==> src/rtl/bus_arbiter_if.sv <==
// Two-master / three-slave bus bundle for bus_arbiter.
// slave modport is the arbiter's view (it serves the masters); master is the environment's view.
interface bus_arbiter_if;
    logic        m0_req;
    logic        m0_we;
    logic [31:0] m0_addr;
    logic [31:0] m0_wdata;
    logic [3:0]  m0_byteen;
    logic        m1_req;
    logic        m1_we;
    logic [31:0] m1_addr;
    logic [31:0] m1_wdata;
    logic [3:0]  m1_byteen;
    logic        m0_ack;
    logic        m1_ack;
    logic        m0_err;
    logic        m1_err;
    logic [31:0] m_rdata;
    logic [31:0] s_addr;
    logic [31:0] s_wdata;
    logic [3:0]  s_byteen;
    logic        s_dm_sel;
    logic        s_tc0_sel;
    logic        s_tc1_sel;
    logic [31:0] s_dm_rdata;
    logic [31:0] s_tc0_rdata;
    logic [31:0] s_tc1_rdata;

    modport slave (
        input  m0_req, m0_we, m0_addr, m0_wdata, m0_byteen,
        input  m1_req, m1_we, m1_addr, m1_wdata, m1_byteen,
        input  s_dm_rdata, s_tc0_rdata, s_tc1_rdata,
        output m0_ack, m1_ack, m0_err, m1_err, m_rdata,
        output s_addr, s_wdata, s_byteen, s_dm_sel, s_tc0_sel, s_tc1_sel
    );

    modport master (
        output m0_req, m0_we, m0_addr, m0_wdata, m0_byteen,
        output m1_req, m1_we, m1_addr, m1_wdata, m1_byteen,
        output s_dm_rdata, s_tc0_rdata, s_tc1_rdata,
        input  m0_ack, m1_ack, m0_err, m1_err, m_rdata,
        input  s_addr, s_wdata, s_byteen, s_dm_sel, s_tc0_sel, s_tc1_sel
    );
endinterface

==> src/rtl/bus_arbiter.sv <==
// Two-master bus arbiter with DM/TC0/TC1 address decode, 3-cycle IDLE/ACCESS/RESP transactions.
// Define ARB_ROUND_ROBIN_EN for round-robin tie-breaking; default is fixed priority (m0 wins).
module bus_arbiter (
    input logic           clk,
    input logic           reset,
    bus_arbiter_if.slave  bus
);

    typedef enum logic [1:0] {StIdle, StAccess, StResp} state_e;

    state_e      state_q, state_d;
    logic        lat_we_q;
    logic [31:0] lat_addr_q;
    logic [31:0] lat_wdata_q;
    logic [3:0]  lat_byteen_q;
    logic        lat_idx_q;
    logic [31:0] rdata_q;

    logic        any_req;
    logic        grant_idx;
    logic        in_dm, in_tc0, in_tc1, in_tc;
    logic        is_cnt, is_word, acc_err;
    logic [31:0] sel_rdata;

    assign any_req = bus.m0_req | bus.m1_req;

`ifdef ARB_ROUND_ROBIN_EN
    logic rr_q;  // 1: m1 wins the next tie

    assign grant_idx = bus.m0_req ? (bus.m1_req & rr_q) : 1'b1;

    always_ff @(posedge clk or negedge reset) begin
        if (!reset) begin
            rr_q <= 1'b0;
        end else if (state_q == StIdle && any_req) begin
            rr_q <= ~grant_idx;
        end
    end
`else
    assign grant_idx = ~bus.m0_req;
`endif

    always_ff @(posedge clk or negedge reset) begin
        if (!reset) begin
            state_q <= StIdle;
        end else begin
            state_q <= state_d;
        end
    end

    always_ff @(posedge clk or negedge reset) begin
        if (!reset) begin
            lat_we_q     <= 1'b0;
            lat_addr_q   <= '0;
            lat_wdata_q  <= '0;
            lat_byteen_q <= '0;
            lat_idx_q    <= 1'b0;
        end else if (state_q == StIdle && any_req) begin
            lat_idx_q    <= grant_idx;
            lat_we_q     <= grant_idx ? bus.m1_we     : bus.m0_we;
            lat_addr_q   <= grant_idx ? bus.m1_addr   : bus.m0_addr;
            lat_wdata_q  <= grant_idx ? bus.m1_wdata  : bus.m0_wdata;
            lat_byteen_q <= grant_idx ? bus.m1_byteen : bus.m0_byteen;
        end
    end

    // Decode works on the latched fields, so it stays stable through ACCESS and RESP.
    always_comb begin
        in_dm   = (lat_addr_q <= 32'h0000_2FFF);
        in_tc0  = (lat_addr_q >= 32'h0000_7F00) && (lat_addr_q <= 32'h0000_7F0B);
        in_tc1  = (lat_addr_q >= 32'h0000_7F10) && (lat_addr_q <= 32'h0000_7F1B);
        in_tc   = in_tc0 | in_tc1;
        is_cnt  = in_tc && (lat_addr_q[3:2] == 2'b10);
        is_word = !lat_we_q || (lat_byteen_q == 4'b1111);
        acc_err = !(in_dm | in_tc)
                | (in_tc && lat_we_q && (lat_byteen_q != 4'b1111))
                | (is_cnt && lat_we_q)
                | (is_word && (lat_addr_q[1:0] != 2'b00));
        sel_rdata = '0;
        if (in_dm) begin
            sel_rdata = bus.s_dm_rdata;
        end else if (in_tc0) begin
            sel_rdata = bus.s_tc0_rdata;
        end else if (in_tc1) begin
            sel_rdata = bus.s_tc1_rdata;
        end
    end

    // m_rdata only carries data during RESP; errors read back as zero.
    always_ff @(posedge clk or negedge reset) begin
        if (!reset) begin
            rdata_q <= '0;
        end else if (state_q == StAccess && !acc_err) begin
            rdata_q <= sel_rdata;
        end else begin
            rdata_q <= '0;
        end
    end

    assign bus.m_rdata = rdata_q;

    always_comb begin
        state_d       = state_q;
        bus.s_addr    = '0;
        bus.s_wdata   = '0;
        bus.s_byteen  = '0;
        bus.s_dm_sel  = 1'b0;
        bus.s_tc0_sel = 1'b0;
        bus.s_tc1_sel = 1'b0;
        bus.m0_ack    = 1'b0;
        bus.m1_ack    = 1'b0;
        bus.m0_err    = 1'b0;
        bus.m1_err    = 1'b0;
        unique case (state_q)
            StIdle: begin
                if (any_req) state_d = StAccess;
            end
            StAccess: begin
                state_d       = StResp;
                bus.s_addr    = lat_addr_q;
                bus.s_wdata   = lat_wdata_q;
                bus.s_byteen  = (lat_we_q && !acc_err) ? lat_byteen_q : 4'b0000;
                bus.s_dm_sel  = in_dm  && !acc_err;
                bus.s_tc0_sel = in_tc0 && !acc_err;
                bus.s_tc1_sel = in_tc1 && !acc_err;
            end
            StResp: begin
                state_d    = StIdle;
                bus.m0_ack = !lat_idx_q;
                bus.m1_ack = lat_idx_q;
                bus.m0_err = !lat_idx_q && acc_err;
                bus.m1_err = lat_idx_q && acc_err;
            end
            default: state_d = StIdle;
        endcase
    end

endmodule

==> src/flat_wrapper.sv <==
// flat-port wrapper written by rule: the top's interface ports become plain ports
module bus_arbiter_flat 
  (clk, reset, bus_m0_req, bus_m0_we, bus_m0_addr, bus_m0_wdata, bus_m0_byteen, bus_m1_req, bus_m1_we, bus_m1_addr, bus_m1_wdata, bus_m1_byteen, bus_s_dm_rdata, bus_s_tc0_rdata, bus_s_tc1_rdata, bus_m0_ack, bus_m1_ack, bus_m0_err, bus_m1_err, bus_m_rdata, bus_s_addr, bus_s_wdata, bus_s_byteen, bus_s_dm_sel, bus_s_tc0_sel, bus_s_tc1_sel);
  bus_arbiter_if bus_i ();
  input logic clk;
  input logic reset;
  input wire logic [$bits(bus_i.m0_req)-1:0] bus_m0_req;
  input wire logic [$bits(bus_i.m0_we)-1:0] bus_m0_we;
  input wire logic [$bits(bus_i.m0_addr)-1:0] bus_m0_addr;
  input wire logic [$bits(bus_i.m0_wdata)-1:0] bus_m0_wdata;
  input wire logic [$bits(bus_i.m0_byteen)-1:0] bus_m0_byteen;
  input wire logic [$bits(bus_i.m1_req)-1:0] bus_m1_req;
  input wire logic [$bits(bus_i.m1_we)-1:0] bus_m1_we;
  input wire logic [$bits(bus_i.m1_addr)-1:0] bus_m1_addr;
  input wire logic [$bits(bus_i.m1_wdata)-1:0] bus_m1_wdata;
  input wire logic [$bits(bus_i.m1_byteen)-1:0] bus_m1_byteen;
  input wire logic [$bits(bus_i.s_dm_rdata)-1:0] bus_s_dm_rdata;
  input wire logic [$bits(bus_i.s_tc0_rdata)-1:0] bus_s_tc0_rdata;
  input wire logic [$bits(bus_i.s_tc1_rdata)-1:0] bus_s_tc1_rdata;
  output wire logic [$bits(bus_i.m0_ack)-1:0] bus_m0_ack;
  output wire logic [$bits(bus_i.m1_ack)-1:0] bus_m1_ack;
  output wire logic [$bits(bus_i.m0_err)-1:0] bus_m0_err;
  output wire logic [$bits(bus_i.m1_err)-1:0] bus_m1_err;
  output wire logic [$bits(bus_i.m_rdata)-1:0] bus_m_rdata;
  output wire logic [$bits(bus_i.s_addr)-1:0] bus_s_addr;
  output wire logic [$bits(bus_i.s_wdata)-1:0] bus_s_wdata;
  output wire logic [$bits(bus_i.s_byteen)-1:0] bus_s_byteen;
  output wire logic [$bits(bus_i.s_dm_sel)-1:0] bus_s_dm_sel;
  output wire logic [$bits(bus_i.s_tc0_sel)-1:0] bus_s_tc0_sel;
  output wire logic [$bits(bus_i.s_tc1_sel)-1:0] bus_s_tc1_sel;
  assign bus_i.m0_req = bus_m0_req;
  assign bus_i.m0_we = bus_m0_we;
  assign bus_i.m0_addr = bus_m0_addr;
  assign bus_i.m0_wdata = bus_m0_wdata;
  assign bus_i.m0_byteen = bus_m0_byteen;
  assign bus_i.m1_req = bus_m1_req;
  assign bus_i.m1_we = bus_m1_we;
  assign bus_i.m1_addr = bus_m1_addr;
  assign bus_i.m1_wdata = bus_m1_wdata;
  assign bus_i.m1_byteen = bus_m1_byteen;
  assign bus_i.s_dm_rdata = bus_s_dm_rdata;
  assign bus_i.s_tc0_rdata = bus_s_tc0_rdata;
  assign bus_i.s_tc1_rdata = bus_s_tc1_rdata;
  assign bus_m0_ack = bus_i.m0_ack;
  assign bus_m1_ack = bus_i.m1_ack;
  assign bus_m0_err = bus_i.m0_err;
  assign bus_m1_err = bus_i.m1_err;
  assign bus_m_rdata = bus_i.m_rdata;
  assign bus_s_addr = bus_i.s_addr;
  assign bus_s_wdata = bus_i.s_wdata;
  assign bus_s_byteen = bus_i.s_byteen;
  assign bus_s_dm_sel = bus_i.s_dm_sel;
  assign bus_s_tc0_sel = bus_i.s_tc0_sel;
  assign bus_s_tc1_sel = bus_i.s_tc1_sel;
  bus_arbiter u_core (.clk(clk), .reset(reset), .bus(bus_i));
endmodule
==> config.mk <==
export PLATFORM = sky130hd
export DESIGN_NAME = bus_arbiter_flat
export DESIGN_NICKNAME = d
export VERILOG_FILES = /design/src/rtl/bus_arbiter_if.sv /design/src/rtl/bus_arbiter.sv /design/src/flat_wrapper.sv
export SDC_FILE = /design/constraint.sdc
export NUM_CORES = 1
export LEC_CHECK = 0
export CAP_MARGIN = 20
export CORE_AREA = 2 2 133 135
export CTS_BUF_LIST = sky130_fd_sc_hd__clkbuf_2
export CTS_CLUSTER_SIZE = 40
export DETAILED_ROUTE_END_ITERATION = 7
export DIE_AREA = 0 0 135 137
export HOLD_SLACK_MARGIN = 0.1
export PLACE_DENSITY = 0.78
export SLEW_MARGIN = 20
export SYNTH_ARGS = -nofsm -noshare
export SYNTH_HDL_FRONTEND = slang
export SYNTH_SLANG_ARGS = --single-unit
==> constraint.sdc <==
create_clock -name clk -period 5.8 [get_ports clk]
set_input_delay 1.45 -clock clk [delete_from_list [all_inputs] [get_ports clk]]
set_output_delay 1.45 -clock clk [all_outputs]
set_load 0.02 [all_outputs]
-- Word-level counts from Yosys, hierarchy flattened
Cells that the tools add are included.
- bits of input ports: 238
- register bits after elaboration: 104
- output and inout port bits: 107
- word-level logic and storage cells: 68
- equal/unequal tests: 6
- muxes and demuxes: 21
- bitwise operators: 7
- $lt $le $gt $ge: 5
- reduce and logical (&&, ||, !) cells: 22
- operator list (cell ; count):
    $mux W32 ; 8
    $ge A32 B15 Y1 const B ; 2
    $le A32 B15 Y1 const B ; 2
    $le A32 B14 Y1 const B ; 1
    $logic_and A1 B1 Y1 ; 15
    $mux W4 ; 3
    $mux W1 ; 8
    $or A1 B1 Y1 ; 6
    $eq A2 B2 Y1 const B ; 2
    $eq A4 B4 Y1 const B ; 1
    $logic_not A1 Y1 ; 4
    $ne A4 B4 Y1 const B ; 1
    $pmux W2 S2 ; 1
    $eq A2 B1 Y1 const B ; 1
    $logic_not A2 Y1 ; 1
    $mux W2 ; 1
    $ne A2 B1 Y1 const B ; 1
    $reduce_bool A2 Y1 ; 1
    $logic_or A1 B1 Y1 ; 1
    $not A1 Y1 ; 1

-- Longest topological paths before layout
- word-level depth: 12
- mapped depth: 6
- depth with buffers taken out: 4

-- Worst setup path after synthesis
OpenSTA, ideal clock, no wires.
- kind: register to output
- from: register u_core.lat_addr_q[26]
- to: output bus_s_tc0_sel
- arrival time: 2327 ps
- slack: 2023 ps
- path buffers: 1
- cell stages (with the launch flop): 6
- path through: dfrtp_1 -> nor4_1 -> and2_1 -> clkbuf_1 -> nand4_1 -> a2111oi_0
- word-level cells in the longest chain between the ends: 11
- ends and longest elaborated chain (item ; RTL line ; text):
    start, declared ; bus_arbiter.sv:13 ; logic [31:0] lat_addr_q;
    start signal, assigned ; bus_arbiter.sv:61 ; lat_addr_q <= grant_idx ? bus.m1_addr : bus.m0_addr;
    $ge A32 B15 Y1 (tied with other cells) ; bus_arbiter.sv:70 ; in_tc0 = (lat_addr_q >= 32'h0000_7F00) && (lat_addr_q <= 32'h0000_7F0B);
    $logic_and A1 B1 Y1 (on tied branches) ; bus_arbiter.sv:70, bus_arbiter.sv:71 ;
    $or A1 B1 Y1 ; bus_arbiter.sv:72 ; in_tc = in_tc0 | in_tc1;
    $or A1 B1 Y1 / $logic_and A1 B1 Y1 (equally long branches) ; bus_arbiter.sv:75, bus_arbiter.sv:76 ;
    $logic_not A1 Y1 / $logic_and A1 B1 Y1 (equally long branches) ; bus_arbiter.sv:75, bus_arbiter.sv:76 ;
    $or A1 B1 Y1 ; bus_arbiter.sv:76 ; | (in_tc && lat_we_q && (lat_byteen_q != 4'b1111))
    $or A1 B1 Y1 ; bus_arbiter.sv:77 ; | (is_cnt && lat_we_q)
    $or A1 B1 Y1 ; bus_arbiter.sv:78 ; | (is_word && (lat_addr_q[1:0] != 2'b00));
    $logic_not A1 Y1 ; bus_arbiter.sv:124 ; bus.s_tc0_sel = in_tc0 && !acc_err;
    $logic_and A1 B1 Y1 (*) ; bus_arbiter.sv:124 ;
    $mux W1 (*) ; bus_arbiter.sv:114 ; unique case (state_q)
    end, declared ; flat_wrapper.sv:29 ; output wire logic [$bits(bus_i.s_tc0_sel)-1:0] bus_s_tc0_sel;
Every way passes the cells marked *; elsewhere a longest branch is shown, timed or not.

-- Worst setup path after layout
- from: register u_core.lat_addr_q[22]
- to: output bus_s_byteen[3]
- word-level cells in the longest chain between the ends: 12
- ends and longest elaborated chain (item ; RTL line ; text):
    $ge A32 B15 Y1 (tied with other cells) ; bus_arbiter.sv:70 ;
    $logic_and A1 B1 Y1 (on tied branches) ; bus_arbiter.sv:70, bus_arbiter.sv:71 ;
    $or A1 B1 Y1 ; bus_arbiter.sv:72 ;
    $or A1 B1 Y1 / $logic_and A1 B1 Y1 (equally long branches) ; bus_arbiter.sv:75, bus_arbiter.sv:76 ;
    $logic_not A1 Y1 / $logic_and A1 B1 Y1 (equally long branches) ; bus_arbiter.sv:75, bus_arbiter.sv:76 ;
    $or A1 B1 Y1 ; bus_arbiter.sv:76 ;
    $or A1 B1 Y1 (*) ; bus_arbiter.sv:77 ;
    $or A1 B1 Y1 (*) ; bus_arbiter.sv:78 ;
    $logic_not A1 Y1 (*) ; bus_arbiter.sv:122 ; bus.s_byteen = (lat_we_q && !acc_err) ? lat_byteen_q : 4'b0000;
    $logic_and A1 B1 Y1 (*) ; bus_arbiter.sv:122 ;
    $mux W4 (*) ; bus_arbiter.sv:122 ;
    $mux W4 (*) ; bus_arbiter.sv:114 ;
    end, declared ; flat_wrapper.sv:27 ; output wire logic [$bits(bus_i.s_byteen)-1:0] bus_s_byteen;
Marks and branches as above.

==> results.txt <==
status: finished clean
most instantiated cells after synthesis: dfrtp_1 (104), a21oi_1 (72), nor2_1 (71), mux2i_1 (69), and2_1 (65)
maximum clock frequency: 0.1927 GHz
sum of buffers and inverters on the critical path: 3
routability congestion estimate: 0.7465
PD cells: 363.9 mW/mm²
initial antenna violation count: 2
hold_buf cts: 0
Synthesis Warnings: 0
DRC viols: 0
largest net degree at the start of global routing: 97
clk slew on worst S/H paths: 0.28 ns
sequential share of the synthesized area: 44.36%
TNS Setup: 0 ns
remaining antenna violation count after routing: 0
r2r worst-path depth: 6
setup violators final: 0
Tot GR Track Use: 21.90%
vias in the first global route: 5818
GRT overflow: 0
Place WS: 1.340 ns
Max stage delay on crit path: 0.66 ns
Async S/R FF share, synth: 100.0%
critical path depth in cells: 7
clock insertion delay at the later pin of the skew report: 0.58 ns
Req. time, crit path: 4.35 ns
CTS root buffer: clkbuf_2
slew margin rel.: 34.58%
Worst Max-Slew Pin Slew: 0.9812 ns
Post-Syn Area per Cell: 9.586 µm²
Placed Area: 0.009435 mm²
worst setup path startpoint: u_core.lat_addr_q[22]
CTS tree: done
CTS buffer count: 9
Hold WC Path Type: flop to flop
Final WS setup: 0.6115 ns
Critical Path End Type: primary output
Die W: 135 µm
via count: 5836
post-synth top area cell: dfrtp_1
H-tree depth: 3
Worst VDD drop: 0.0002219 V
Layout Cells excl Fill: 1145
share of post-route cells with drive strength above 1: 7.298%
post-CTS sizing: 0
slowest CP cell: clkdlybuf4s50_1
IO Count: 345
type of origin of the critical path: flop
Gate Count Post-Synth: 612
final worst-path cycle share: 89.46%
RSZ-0062 raised after global routing: no
post-synth cell types: 31
placed instance count: 1127
WHS: 0.5596 ns
final slew viol count: 0
reg2reg setup slack: 3.10 ns
Core Rows: 48
syn_nets: 850
EDFF count, synth: 0
top_reg_cell synth: dfrtp_1
Starting Density: 34.40%
Detailed Route WL: 20.64 mm
Setup Buffers After CTS: 0
Area Overhead vs Synth: 63.96%
minimum clock period: 5.189 ns
Buffers on Ports: 344
Max Root-Sink Buffers: 2
1st-iter DRT viols: 270
Die Area: 0.01850 mm²
fin area: 0.009619 mm²
final hold vios: 0
Max-cap violations: 0
first-pass GRT wire length: 31.26 mm
DRT Pass-1 Iters: 5
detailed placement HPWL: 15.09 mm
Synth area leaders: dfrtp_1 (44%), mux2i_1 (12%), and2_1 (6.9%), a21oi_1 (6.1%), mux2_2 (6.1%)
clk sinks: 104
Critical Path AT: 3.74 ns
worst r2r src: u_core.lat_addr_q[22]
core area: 0.01706 mm²
top-area cell type share of the netlist area: 44.36%
Final Skew: 0.03650 ns
Static Leakage: 3.749 nW
WHS Path Cells: 2
Syn Std Cell Area: 0.005867 mm²
Setup CP Type: flop to primary output
maximum fanout along the worst path: 40
most numerous cell in the Yosys netlist: dfrtp_1
Vias/cell: 5.097
r2r endpoint: u_core.bus.m_rdata[23]
overall die height: 137 µm
Routed WL per cell: 18.02 µm
Nets: 1151
Yosys reg bits: 104
cell family with most CP delay: buffers and inverters
most frequent CP cell: buf_4
capture point of the worst path: bus_s_byteen[3]
crit-path cells: nor4_1 -> and4_1 -> buf_4 -> nand4_1 -> buf_4 -> a211oi_1 -> clkdlybuf4s50_1
-- stage by stage --
stage               power, mW  utilization, %
floorplan               2.206               -
global placement        3.030           55.32
detailed placement      3.062           55.32
CTS                     3.547           56.37
global route            3.753           56.40
finish                  3.500           56.40
-- layout by cell type (no fill, tap or decap), types with 3 or more instances in the layout --
master,Yosys,final
a21oi_1,72,72
clkbuf_2,0,9
a211oi_1,5,5
nand3_1,34,33
buf_4,0,14
a221oi_1,32,32
nand2_1,6,6
nor4_1,3,3
and3b_1,3,3
dfrtp_1,104,104
and2_1,65,65
mux2i_1,69,69
bufinv_16,0,4
mux2_2,32,32
clkdlybuf4s50_1,0,341
nand4_1,34,34
nor2_1,71,71
-- cell type report --
cell class | instances | area [µm²]
fillers | 1549 | 7437
repair buffers | 355 | 3518
multi-input cells | 442 | 3029
flip-flops and latches | 104 | 2603
well taps | 225 | 281.5
clock inverters | 7 | 133.9
clock buffers | 9 | 45.04
diodes | 2 | 5.005
inverters | 1 | 3.754
-- registers in the layout, summed over array words and instances, names as in the netlist --
signal,count
u_core.lat_we_q,1
u_core.lat_byteen_q,4
u_core.bus.m_rdata,32
u_core.lat_wdata_q,32
u_core.lat_addr_q,32
u_core.lat_idx_q,1
u_core.state_q,2
-- per-layer routing --
layer  track usage, %  part of all wire, %  vias to the layer above
met5                0                    0                        -
met4            6.655                  2.2                        0
met3            8.444                   11                       27
met2            37.45                   49                      278
met1            25.49                   38                     2720
li1                 -                    -                     2811
-- kinds of logic after synthesis --
| group | synth area share (%) |
|---|---|
| AOI/OAI and AO/OA | 12.84 |
| buffers and inverters | 4.393 |
| DFF | 44.36 |
| muxes | 17.91 |
| and+or+nand+nor | 20.49 |
-- worst min-delay path by stage --
stage / slack, ns / endpoint / start
after floorplan: 0.49 / u_core.lat_wdata_q[0] / u_core.lat_wdata_q[0]
after global placement: 0.50 / u_core.lat_wdata_q[14] / u_core.lat_wdata_q[14]
after detailed placement: 0.51 / u_core.lat_wdata_q[26] / u_core.lat_wdata_q[26]
after CTS: 0.57 / u_core.lat_wdata_q[0] / u_core.lat_wdata_q[0]
after global routing: 0.58 / u_core.lat_wdata_q[7] / u_core.lat_wdata_q[7]
final: 0.56 / u_core.lat_wdata_q[26] / u_core.lat_wdata_q[26]
-- tightest hold or removal path, cell delays in order (launching register included) --
cell	delay, ns
dfrtp_1	0.41
nor2_1	0.05
a21oi_1	0.10
-- report_power, final --
part           total [mW]  switching, mW  internal, mW  leakage, nW
Sequential           1.15          0.178         0.972         1.24
Combinational        1.87          0.995         0.879         2.40
Clock               0.476          0.251         0.226        0.103
Total                3.50           1.42          2.08         3.75
Power figures use the tool's default switching activity.
